==> src/rtl/if_id_queue_if.sv <==
// Fetch-to-decode queue bundle: IF push side, ID head side, stall/flush and occupancy.
// The master modport is the IF/ID control side; the slave modport is the queue itself.
interface if_id_queue_if #(
    parameter int unsigned DATA_W = 32,
    parameter int unsigned PC_W   = 32,
    parameter int unsigned DEPTH  = 4,
    parameter int unsigned CNT_W  = $clog2(DEPTH + 1)
);
    logic              flush;
    logic              EN;
    logic              in_valid;
    logic              in_ready;
    logic [PC_W-1:0]   PCplus4In;
    logic [DATA_W-1:0] instructionIn;
    logic              out_valid;
    logic [PC_W-1:0]   PCplus4Out;
    logic [DATA_W-1:0] instructionOut;
    logic [CNT_W-1:0]  count;

    modport master (
        output flush, EN, in_valid, PCplus4In, instructionIn,
        input  in_ready, out_valid, PCplus4Out, instructionOut, count
    );

    modport slave (
        input  flush, EN, in_valid, PCplus4In, instructionIn,
        output in_ready, out_valid, PCplus4Out, instructionOut, count
    );
endinterface

==> src/rtl/if_id_queue.sv <==
// DEPTH-entry IF/ID instruction FIFO. Fetch may run ahead of a stalled decode stage.
// Every output is decoded from registered state, so no input reaches an output combinationally.
module if_id_queue #(
    parameter int unsigned DATA_W = 32,
    parameter int unsigned PC_W   = 32,
    parameter int unsigned DEPTH  = 4
) (
    input logic          clk,
    input logic          rst,
    if_id_queue_if.slave q
);
    localparam int unsigned CNT_W   = $clog2(DEPTH + 1);
    localparam int unsigned PTR_W   = $clog2(DEPTH);
    localparam int unsigned ENTRY_W = PC_W + DATA_W;

    logic [PTR_W-1:0]   wr_ptr_q, wr_ptr_d;
    logic [PTR_W-1:0]   rd_ptr_q, rd_ptr_d;
    logic [CNT_W-1:0]   count_q, count_d;
    logic [ENTRY_W-1:0] mem_q [DEPTH];
    logic [ENTRY_W-1:0] mem_d [DEPTH];

    logic full, empty, push, pop;
    logic [ENTRY_W-1:0] head;

    assign full  = (count_q == CNT_W'(DEPTH));
    assign empty = (count_q == '0);
    assign push  = q.in_valid && !full;
    assign pop   = q.EN && !empty;

    always_comb begin
        wr_ptr_d = wr_ptr_q;
        rd_ptr_d = rd_ptr_q;
        count_d  = count_q;
        mem_d    = mem_q;
        if (q.flush) begin
            wr_ptr_d = '0;
            rd_ptr_d = '0;
            count_d  = '0;
        end else begin
            if (push) begin
                mem_d[wr_ptr_q] = {q.PCplus4In, q.instructionIn};
                wr_ptr_d        = wr_ptr_q + 1'b1;
            end
            if (pop) begin
                rd_ptr_d = rd_ptr_q + 1'b1;
            end
            unique case ({push, pop})
                2'b10:   count_d = count_q + 1'b1;
                2'b01:   count_d = count_q - 1'b1;
                default: count_d = count_q;
            endcase
        end
    end

    always_ff @(posedge clk) begin
        if (rst) begin
            wr_ptr_q <= '0;
            rd_ptr_q <= '0;
            count_q  <= '0;
        end else begin
            wr_ptr_q <= wr_ptr_d;
            rd_ptr_q <= rd_ptr_d;
            count_q  <= count_d;
        end
    end

    // Storage needs no reset; an empty queue masks its outputs to zero.
    always_ff @(posedge clk) begin
        mem_q <= mem_d;
    end

    assign head             = mem_q[rd_ptr_q];
    assign q.in_ready       = !full;
    assign q.out_valid      = !empty;
    assign q.count          = count_q;
    assign q.PCplus4Out     = empty ? '0 : head[ENTRY_W-1:DATA_W];
    assign q.instructionOut = empty ? '0 : head[DATA_W-1:0];

    count_in_range: assert property (@(posedge clk) disable iff (rst) count_q <= CNT_W'(DEPTH));
endmodule

==> src/flat_wrapper.sv <==
// flat-port wrapper written by rule: the top's interface ports become plain ports
module if_id_queue_flat 
#(
    parameter int unsigned DATA_W = 32,
    parameter int unsigned PC_W   = 32,
    parameter int unsigned DEPTH  = 4
)
  (clk, rst, q_flush, q_EN, q_in_valid, q_PCplus4In, q_instructionIn, q_in_ready, q_out_valid, q_PCplus4Out, q_instructionOut, q_count);
  if_id_queue_if #(.DATA_W(DATA_W), .PC_W(PC_W), .DEPTH(DEPTH)) q_i ();
  input logic clk;
  input logic rst;
  input wire logic [$bits(q_i.flush)-1:0] q_flush;
  input wire logic [$bits(q_i.EN)-1:0] q_EN;
  input wire logic [$bits(q_i.in_valid)-1:0] q_in_valid;
  input wire logic [$bits(q_i.PCplus4In)-1:0] q_PCplus4In;
  input wire logic [$bits(q_i.instructionIn)-1:0] q_instructionIn;
  output wire logic [$bits(q_i.in_ready)-1:0] q_in_ready;
  output wire logic [$bits(q_i.out_valid)-1:0] q_out_valid;
  output wire logic [$bits(q_i.PCplus4Out)-1:0] q_PCplus4Out;
  output wire logic [$bits(q_i.instructionOut)-1:0] q_instructionOut;
  output wire logic [$bits(q_i.count)-1:0] q_count;
  assign q_i.flush = q_flush;
  assign q_i.EN = q_EN;
  assign q_i.in_valid = q_in_valid;
  assign q_i.PCplus4In = q_PCplus4In;
  assign q_i.instructionIn = q_instructionIn;
  assign q_in_ready = q_i.in_ready;
  assign q_out_valid = q_i.out_valid;
  assign q_PCplus4Out = q_i.PCplus4Out;
  assign q_instructionOut = q_i.instructionOut;
  assign q_count = q_i.count;
  if_id_queue #(.DATA_W(DATA_W), .PC_W(PC_W), .DEPTH(DEPTH)) u_core (.clk(clk), .rst(rst), .q(q_i));
endmodule
==> config.mk <==
export PLATFORM = sky130hd
export DESIGN_NAME = if_id_queue_flat
export DESIGN_NICKNAME = d
export VERILOG_FILES = /design/src/rtl/if_id_queue_if.sv /design/src/rtl/if_id_queue.sv /design/src/flat_wrapper.sv
export SDC_FILE = /design/constraint.sdc
export NUM_CORES = 1
export LEC_CHECK = 0
export BUFFER_PORTS_ARGS = -buffer_cell sky130_fd_sc_hd__buf_2
export CAP_MARGIN = 40
export CORE_MARGIN = 2
export CORE_UTILIZATION = 45
export DETAILED_ROUTE_END_ITERATION = 16
export PLACE_DENSITY = 0.62
export SETUP_SLACK_MARGIN = 0.2
export SLEW_MARGIN = 20
export SYNTH_ARGS = -nofsm -noshare
export SYNTH_HDL_FRONTEND = slang
export SYNTH_SLANG_ARGS = --single-unit
export TNS_END_PERCENT = 100
==> constraint.sdc <==
create_clock -name clk -period 10 [get_ports clk]
set_input_delay 2 -clock clk [delete_from_list [all_inputs] [get_ports clk]]
set_output_delay 2 -clock clk [all_outputs]
set_load 0.02 [all_outputs]
## Yosys cells after proc, flatten, opt, wreduce, memory -nomap -nowiden

Index checks and enable logic that the tools add are counted.

| word-level totals | value |
|---|---|
| bits in registers | 263 |
| bits in latches | 0 |
| RAM bits | 0 |
| memory bits (read-only) | 0 |
| bits of input ports | 69 |
| output and inout bits | 69 |
| logic and storage cells | 38 |
| memories | 0 |

| cells by class | value |
|---|---|
| add/subtract/negate cells | 4 |
| multipliers | 0 |
| divide/modulo/power cells | 0 |
| order comparisons | 3 |
| eq/ne operators | 3 |
| shift operators | 0 |
| multiplexer cells | 9 |
| bitwise operators | 3 |
| reduce and logical (&&, ||, !) cells | 9 |

Operator list:

| cell | number |
|---|---|
| 256-bit bitwise mux | 1 |
| 64-bit 2-to-1 mux | 3 |
| 64-bit binary-select mux with 2-bit select | 1 |
| 64-bit demux with 2-bit select | 1 |
| 32-bit 2-to-1 mux | 2 |
| 3-bit >= comparator, second input constant | 2 |
| 2-bit inverter with 3-bit output | 2 |
| 3-bit one-hot mux with 2 select lines | 1 |
| 2-bit by 1-bit adder with 2-bit output, second input constant | 2 |
| 3-bit by 1-bit adder with 3-bit output, second input constant | 1 |
| 3-bit == test, second input constant | 1 |
| 1-bit logical AND | 3 |
| 3-bit logical NOT | 1 |
| 3-bit by 1-bit < comparator with 1-bit output, second input constant | 1 |
| 3-bit by 1-bit subtractor with 3-bit output, second input constant | 1 |
| 2-bit by 1-bit == test with 1-bit output, second input constant | 1 |
| 2-bit == test, second input constant | 1 |
| 1-bit logical NOT | 2 |
| 2-bit AND reduction | 1 |
| 2-bit nonzero test | 1 |
| 2-bit OR reduction | 1 |
| 1-bit inverter | 1 |

## Longest topological paths before layout

| logic depth | value |
|---|---|
| depth after elaboration | 6 |
| mapped depth | 9 |
| depth with buffers taken out | 9 |

## Least setup slack after synthesis

No wires, ideal clock.

| timing path | value |
|---|---|
| path type | input to register |
| start point | input q_in_valid |
| end point | register u_core.mem_q[100] in the netlist's numbering, enable pin |
| library setup time | 578 ps |
| data arrival time | 6833 ps |
| data required time | 9422 ps |
| slack | 2590 ps |
| cell stages on the path | 2 |
| path buffers | 0 |
| path through | nand2_1 -> nor3b_1 |

| between the ends | value |
|---|---|
| cells in the longest elaborated chain, start to end | 2 |

Ends and longest elaborated chain:

| what | RTL line | RTL |
|---|---|---|
| start, declared | flat_wrapper.sv:14 | `input wire logic [$bits(q_i.in_valid)-1:0] q_in_valid;` |
| 1-bit logical AND | if_id_queue.sv:27 | `assign push = q.in_valid && !full;` |
| 2-bit AND reduction (no line) | - |  |
| end signal, assigned | if_id_queue.sv:69 | `mem_q <= mem_d;` |
| end, declared | if_id_queue.sv:19 | `logic [ENTRY_W-1:0] mem_q [DEPTH];` |

No other way between the ends.
A chain may end at the register's enable or synchronous reset.

## Worst setup path after layout

| timing path | value |
|---|---|
| start point | register u_core.rd_ptr_q[0] |
| end point | output q_instructionOut[1] |

| between the ends | value |
|---|---|
| cells in the longest elaborated chain, start to end | 5 |

Ends and longest elaborated chain:

| what | RTL line | RTL |
|---|---|---|
| start, declared | if_id_queue.sv:17 | `logic [PTR_W-1:0] rd_ptr_q, rd_ptr_d;` |
| start signal, assigned | if_id_queue.sv:62 | `rd_ptr_q <= rd_ptr_d;` |
| 2-bit inverter with 3-bit output (not written as such) | if_id_queue.sv:72 | `assign head = mem_q[rd_ptr_q];` |
| 64-bit binary-select mux with 2-bit select | if_id_queue.sv:72 |  |
| 64-bit 2-to-1 mux (not written as such) (2 in a row) | if_id_queue.sv:72 |  |
| 32-bit 2-to-1 mux | if_id_queue.sv:77 | `assign q.instructionOut = empty ? '0 : head[DATA_W-1:0];` |
| end, declared | flat_wrapper.sv:20 | `output wire logic [$bits(q_i.instructionOut)-1:0] q_instructionOut;` |

No other way between the ends. The select of a mux whose other input is x is not followed.

==> run_summary.xml <==
<?xml version="1.0" encoding="UTF-8"?>
<metrics>
  <group name="place">
    <metric name="finalWeightedCongestion" unit="">0.689</metric>
    <metric name="portBuffers" unit="">137</metric>
    <metric name="dp.final_hpwl" unit="mm">11.3</metric>
    <metric name="placed_area" unit="mm2">0.0112</metric>
  </group>
  <group name="die">
    <metric name="initial_utilization" unit="%">46.1</metric>
    <metric name="rows" unit="">54</metric>
    <metric name="core" unit="mm2">0.0219</metric>
    <metric name="pin_count" unit="">138</metric>
    <metric name="floorplan.die.width" unit="um">154</metric>
    <metric name="design.die.area" unit="mm2">0.0236</metric>
    <metric name="floorplan.die.height" unit="um">154</metric>
  </group>
  <group name="timing">
    <metric name="finalCriticalPeriod" unit="ns">4.85</metric>
    <metric name="fmax" unit="MHz">206</metric>
    <metric name="final.setup_skew" unit="ns">0.0109</metric>
    <metric name="post-route-period-util" unit="%">48.5</metric>
    <metric name="report.final.setup_viol" unit="">0</metric>
    <metric name="final-max-slew-violation-count" unit="">0</metric>
    <metric name="rsz_0062_raised_after_global_routing" unit="">no</metric>
    <metric name="relSlewSlack" unit="%">55.2</metric>
    <metric name="transition_at_the_pin_with_the_smallest_max_transition_slack" unit="ns">0.672</metric>
    <metric name="finalHoldViolCount" unit="">0</metric>
    <metric name="tns" unit="ns">0</metric>
  </group>
  <group name="worst_hold_path">
    <metric name="holdPathEnd" unit="">u_core.wr_ptr_q[0]</metric>
    <metric name="hold_path_depth" unit="">2</metric>
    <metric name="hold_path.class" unit="">reg -&gt; reg</metric>
    <metric name="timing.hold.worst.start" unit="">u_core.wr_ptr_q[0]</metric>
  </group>
  <group name="detailed_routing">
    <metric name="postRouteWirelength" unit="mm">18.9</metric>
    <metric name="dr.first_iter.drc_count" unit="">238</metric>
    <metric name="drcViolationCount" unit="">0</metric>
    <metric name="routed_via_density" unit="">5.26</metric>
    <metric name="ant_nets" unit="">0</metric>
    <metric name="drt_first_pass_iters" unit="">4</metric>
    <metric name="via_count" unit="">4788</metric>
    <metric name="drt-wirelength-per-cell" unit="um">20.8</metric>
  </group>
  <group name="yosys">
    <metric name="syn-mean-instance-area" unit="um2">22.1</metric>
    <metric name="netlist_area" unit="mm2">0.0101</metric>
    <metric name="post_synth_main_area_contributors" unit="">sky130_fd_sc_hd__edfxtp_1 76%, sky130_fd_sc_hd__mux4_2 14%, sky130_fd_sc_hd__and2_1 4.0%, sky130_fd_sc_hd__dfxtp_1 1.4%, sky130_fd_sc_hd__ha_1 0.62%</metric>
    <metric name="yosysUniqueCellTypes" unit="">21</metric>
    <metric name="postSynthRegisterBits" unit="">263</metric>
    <metric name="netlist_instances" unit="">456</metric>
    <metric name="synthDominantAreaCellType" unit="">sky130_fd_sc_hd__edfxtp_1</metric>
    <metric name="syn_nets" unit="">531</metric>
    <metric name="synth_warnings" unit="">0</metric>
    <metric name="synth-seq-area-share" unit="%">77.6</metric>
    <metric name="yosys.area.top_type_share" unit="%">76.2</metric>
  </group>
  <group name="worst_setup_path">
    <metric name="worst_r2r_startpoint" unit="">u_core.q.count[2]</metric>
    <metric name="critPathLaunch" unit="">u_core.rd_ptr_q[0]</metric>
    <metric name="timing.critical_path.required" unit="ns">8.00</metric>
    <metric name="startpoint_type" unit="">flip-flop</metric>
    <metric name="critical_path_arrival" unit="ns">2.85</metric>
    <metric name="reg2reg_slack" unit="ns">7.45</metric>
    <metric name="worst_r2r_endpoint" unit="">u_core.q.count[2]</metric>
    <metric name="crit_type" unit="">reg -&gt; out</metric>
    <metric name="path_max_fanout" unit="">25</metric>
    <metric name="worstRegToRegCells" unit="">9</metric>
    <metric name="worst_setup_end_kind" unit="">output pin</metric>
  </group>
  <group name="final_layout">
    <metric name="layout.filler_cells" unit="">1710</metric>
    <metric name="drive_above_1_share" unit="%">41.0</metric>
    <metric name="finish.net_count" unit="">686</metric>
    <metric name="synthToLayoutAreaGrowth" unit="%">19.1</metric>
    <metric name="design_area" unit="mm2">0.0120</metric>
    <metric name="mostFrequentLayoutCell" unit="">sky130_fd_sc_hd__edfxtp_1</metric>
    <metric name="final_cell_mix" unit="">256 x sky130_fd_sc_hd__edfxtp_1, 137 x sky130_fd_sc_hd__buf_2, 64 x sky130_fd_sc_hd__mux4_2, 64 x sky130_fd_sc_hd__and2_1, 27 x sky130_fd_sc_hd__clkbuf_16</metric>
  </group>
  <group name="grt">
    <metric name="grt_start_max_net_pins" unit="">66</metric>
    <metric name="track_usage" unit="%">16.2</metric>
    <metric name="grt_pass1_wl" unit="mm">29.5</metric>
    <metric name="overflow" unit="">0</metric>
    <metric name="grt_pass1_vias" unit="">5275</metric>
    <metric name="antenna_found_initial" unit="">2</metric>
  </group>
  <group name="clock_network">
    <metric name="cts_resized" unit="">0</metric>
    <metric name="cts_htree_levels" unit="">1</metric>
    <metric name="clk_pin_slew" unit="ns">0.06</metric>
    <metric name="ctsRootBufferMaster" unit="">sky130_fd_sc_hd__clkbuf_16</metric>
    <metric name="insertion_delay" unit="ns">0.53</metric>
    <metric name="sinks_on_clock_net" unit="">263</metric>
    <metric name="cts.repair_timing.setup_buffer_count" unit="">0</metric>
    <metric name="postCtsHoldBufs" unit="">0</metric>
    <metric name="cts_inserted_buffers" unit="">26</metric>
    <metric name="tritoncts" unit="">done</metric>
    <metric name="clockBufferDepth" unit="">3</metric>
  </group>
  <group name="pwr">
    <metric name="power.leakage" unit="nW">4.15</metric>
    <metric name="powerDensity" unit="mW/mm2">192</metric>
    <metric name="power.switching" unit="uW">466</metric>
    <metric name="p_clk_share" unit="%">41.1</metric>
    <metric name="vdd_drop_max" unit="uV">104</metric>
    <metric name="intPower" unit="mW">1.85</metric>
    <metric name="combinationalPowerShare" unit="%">5.5</metric>
    <metric name="seq_power_share" unit="%">53.4</metric>
    <metric name="power.share.switching" unit="%">20.1</metric>
  </group>
  <group name="outcome">
    <metric name="run_status" unit="">finished clean</metric>
  </group>
  <group name="flow_run">
    <metric name="maxCapViolCount" unit="">0</metric>
  </group>
</metrics>
## per-stage QoR
step	util, %	power (mW)	hold WS (ns)	worst slack (ns)	std cells
floorplan	-	1.33	0.484	2.59	456
global placement	50.6	1.38	0.494	5.46	859
detailed placement	51.1	1.39	0.520	5.59	863
CTS	54.9	2.34	0.529	5.02	910
global route	54.9	2.39	0.573	4.89	910
finish	54.9	2.31	0.541	5.15	911
## synthesized netlist by cell type
cell type / count
sky130_fd_sc_hd__edfxtp_1: 256
sky130_fd_sc_hd__and2_1: 64
sky130_fd_sc_hd__mux4_2: 64
sky130_fd_sc_hd__clkbuf_1: 9
sky130_fd_sc_hd__buf_2: 8
sky130_fd_sc_hd__inv_1: 8
sky130_fd_sc_hd__dfxtp_1: 7
sky130_fd_sc_hd__buf_6: 5
sky130_fd_sc_hd__ha_1: 5
sky130_fd_sc_hd__nor2_1: 5
sky130_fd_sc_hd__nor3b_1: 5
sky130_fd_sc_hd__a21oi_1: 4
sky130_fd_sc_hd__xor2_1: 4
sky130_fd_sc_hd__o21ai_0: 3
sky130_fd_sc_hd__nand3_1: 2
sky130_fd_sc_hd__or3_1: 2
sky130_fd_sc_hd__fa_1: 1
sky130_fd_sc_hd__nand2_1: 1
sky130_fd_sc_hd__o311ai_0: 1
sky130_fd_sc_hd__o31ai_1: 1
sky130_fd_sc_hd__or2_2: 1
## power by group through the flow
| stage | Clock [mW] | Sequential, mW | Combinational (mW) |
|---|---|---|---|
| 2_1_floorplan | 0 | 1.26 | 0.0724 |
| 3_3_place_gp | 0 | 1.26 | 0.123 |
| 3_5_place_dp | 0 | 1.26 | 0.129 |
| 4_1_cts | 0.975 | 1.23 | 0.130 |
| 5_1_grt | 1.01 | 1.24 | 0.139 |
| 6_report | 0.951 | 1.23 | 0.127 |
## logic make-up after synthesis
group | synth area share, %
buffers and inverters | 1.59
muxes | 14.3
adders and majority gates | 0.819
xor gates and xnor gates | 0.347
DFF | 77.6
AOI/OAI and AO/OA | 0.509
and+or+nand+nor | 4.85
## registers in the layout, indices dropped and copies added, names as in the netlist
name and flops:
u_core.mem_q 256, u_core.q.count 3, u_core.rd_ptr_q 2, u_core.wr_ptr_q 2
## layout make-up
| cell class | instances | area (um2) | share of cell area [%] |
|---|---|---|---|
| clock buffers | 32 | 694 | 5.78 |
| inverters | 8 | 30.0 | 0.250 |
| diodes | 1 | 2.50 | 0.0208 |
| multi-input cells | 163 | 2120 | 17.6 |
| clock inverters | 15 | 144 | 1.20 |
| well taps | 280 | 350 | 2.92 |
| repair buffers | 149 | 841 | 7.00 |
| flip-flops and latches | 263 | 7840 | 65.2 |
## per-layer routing
metal,part of all wire (%),vias to the layer above,GRT usage [%]
met2,51,121,28.5
met5,0.069,-,0
met1,41,2474,20.8
met4,1.9,2,4.37
li1,-,2164,-
met3,5.3,27,3.21
## critical path: stages, from the launching register on
cell	delay, ns
sky130_fd_sc_hd__dfxtp_4	0.67
sky130_fd_sc_hd__buf_4	0.46
sky130_fd_sc_hd__buf_12	0.28
sky130_fd_sc_hd__mux4_2	0.51
sky130_fd_sc_hd__and2_1	0.20
sky130_fd_sc_hd__buf_2	0.17
## worst max path at each step
stage                     slack, ns             endpoint  depth (start not counted)
after floorplan                2.59    u_core.mem_q[100]                          2
after global placement         5.46  q_instructionOut[1]                          4
after CTS                      5.02  q_instructionOut[1]                          5
after global routing           4.89  q_instructionOut[1]                          5
after detailed placement       5.59  q_instructionOut[1]                          5
final                          5.15  q_instructionOut[1]                          5
No activity file was read; power rests on OpenSTA's default activity.
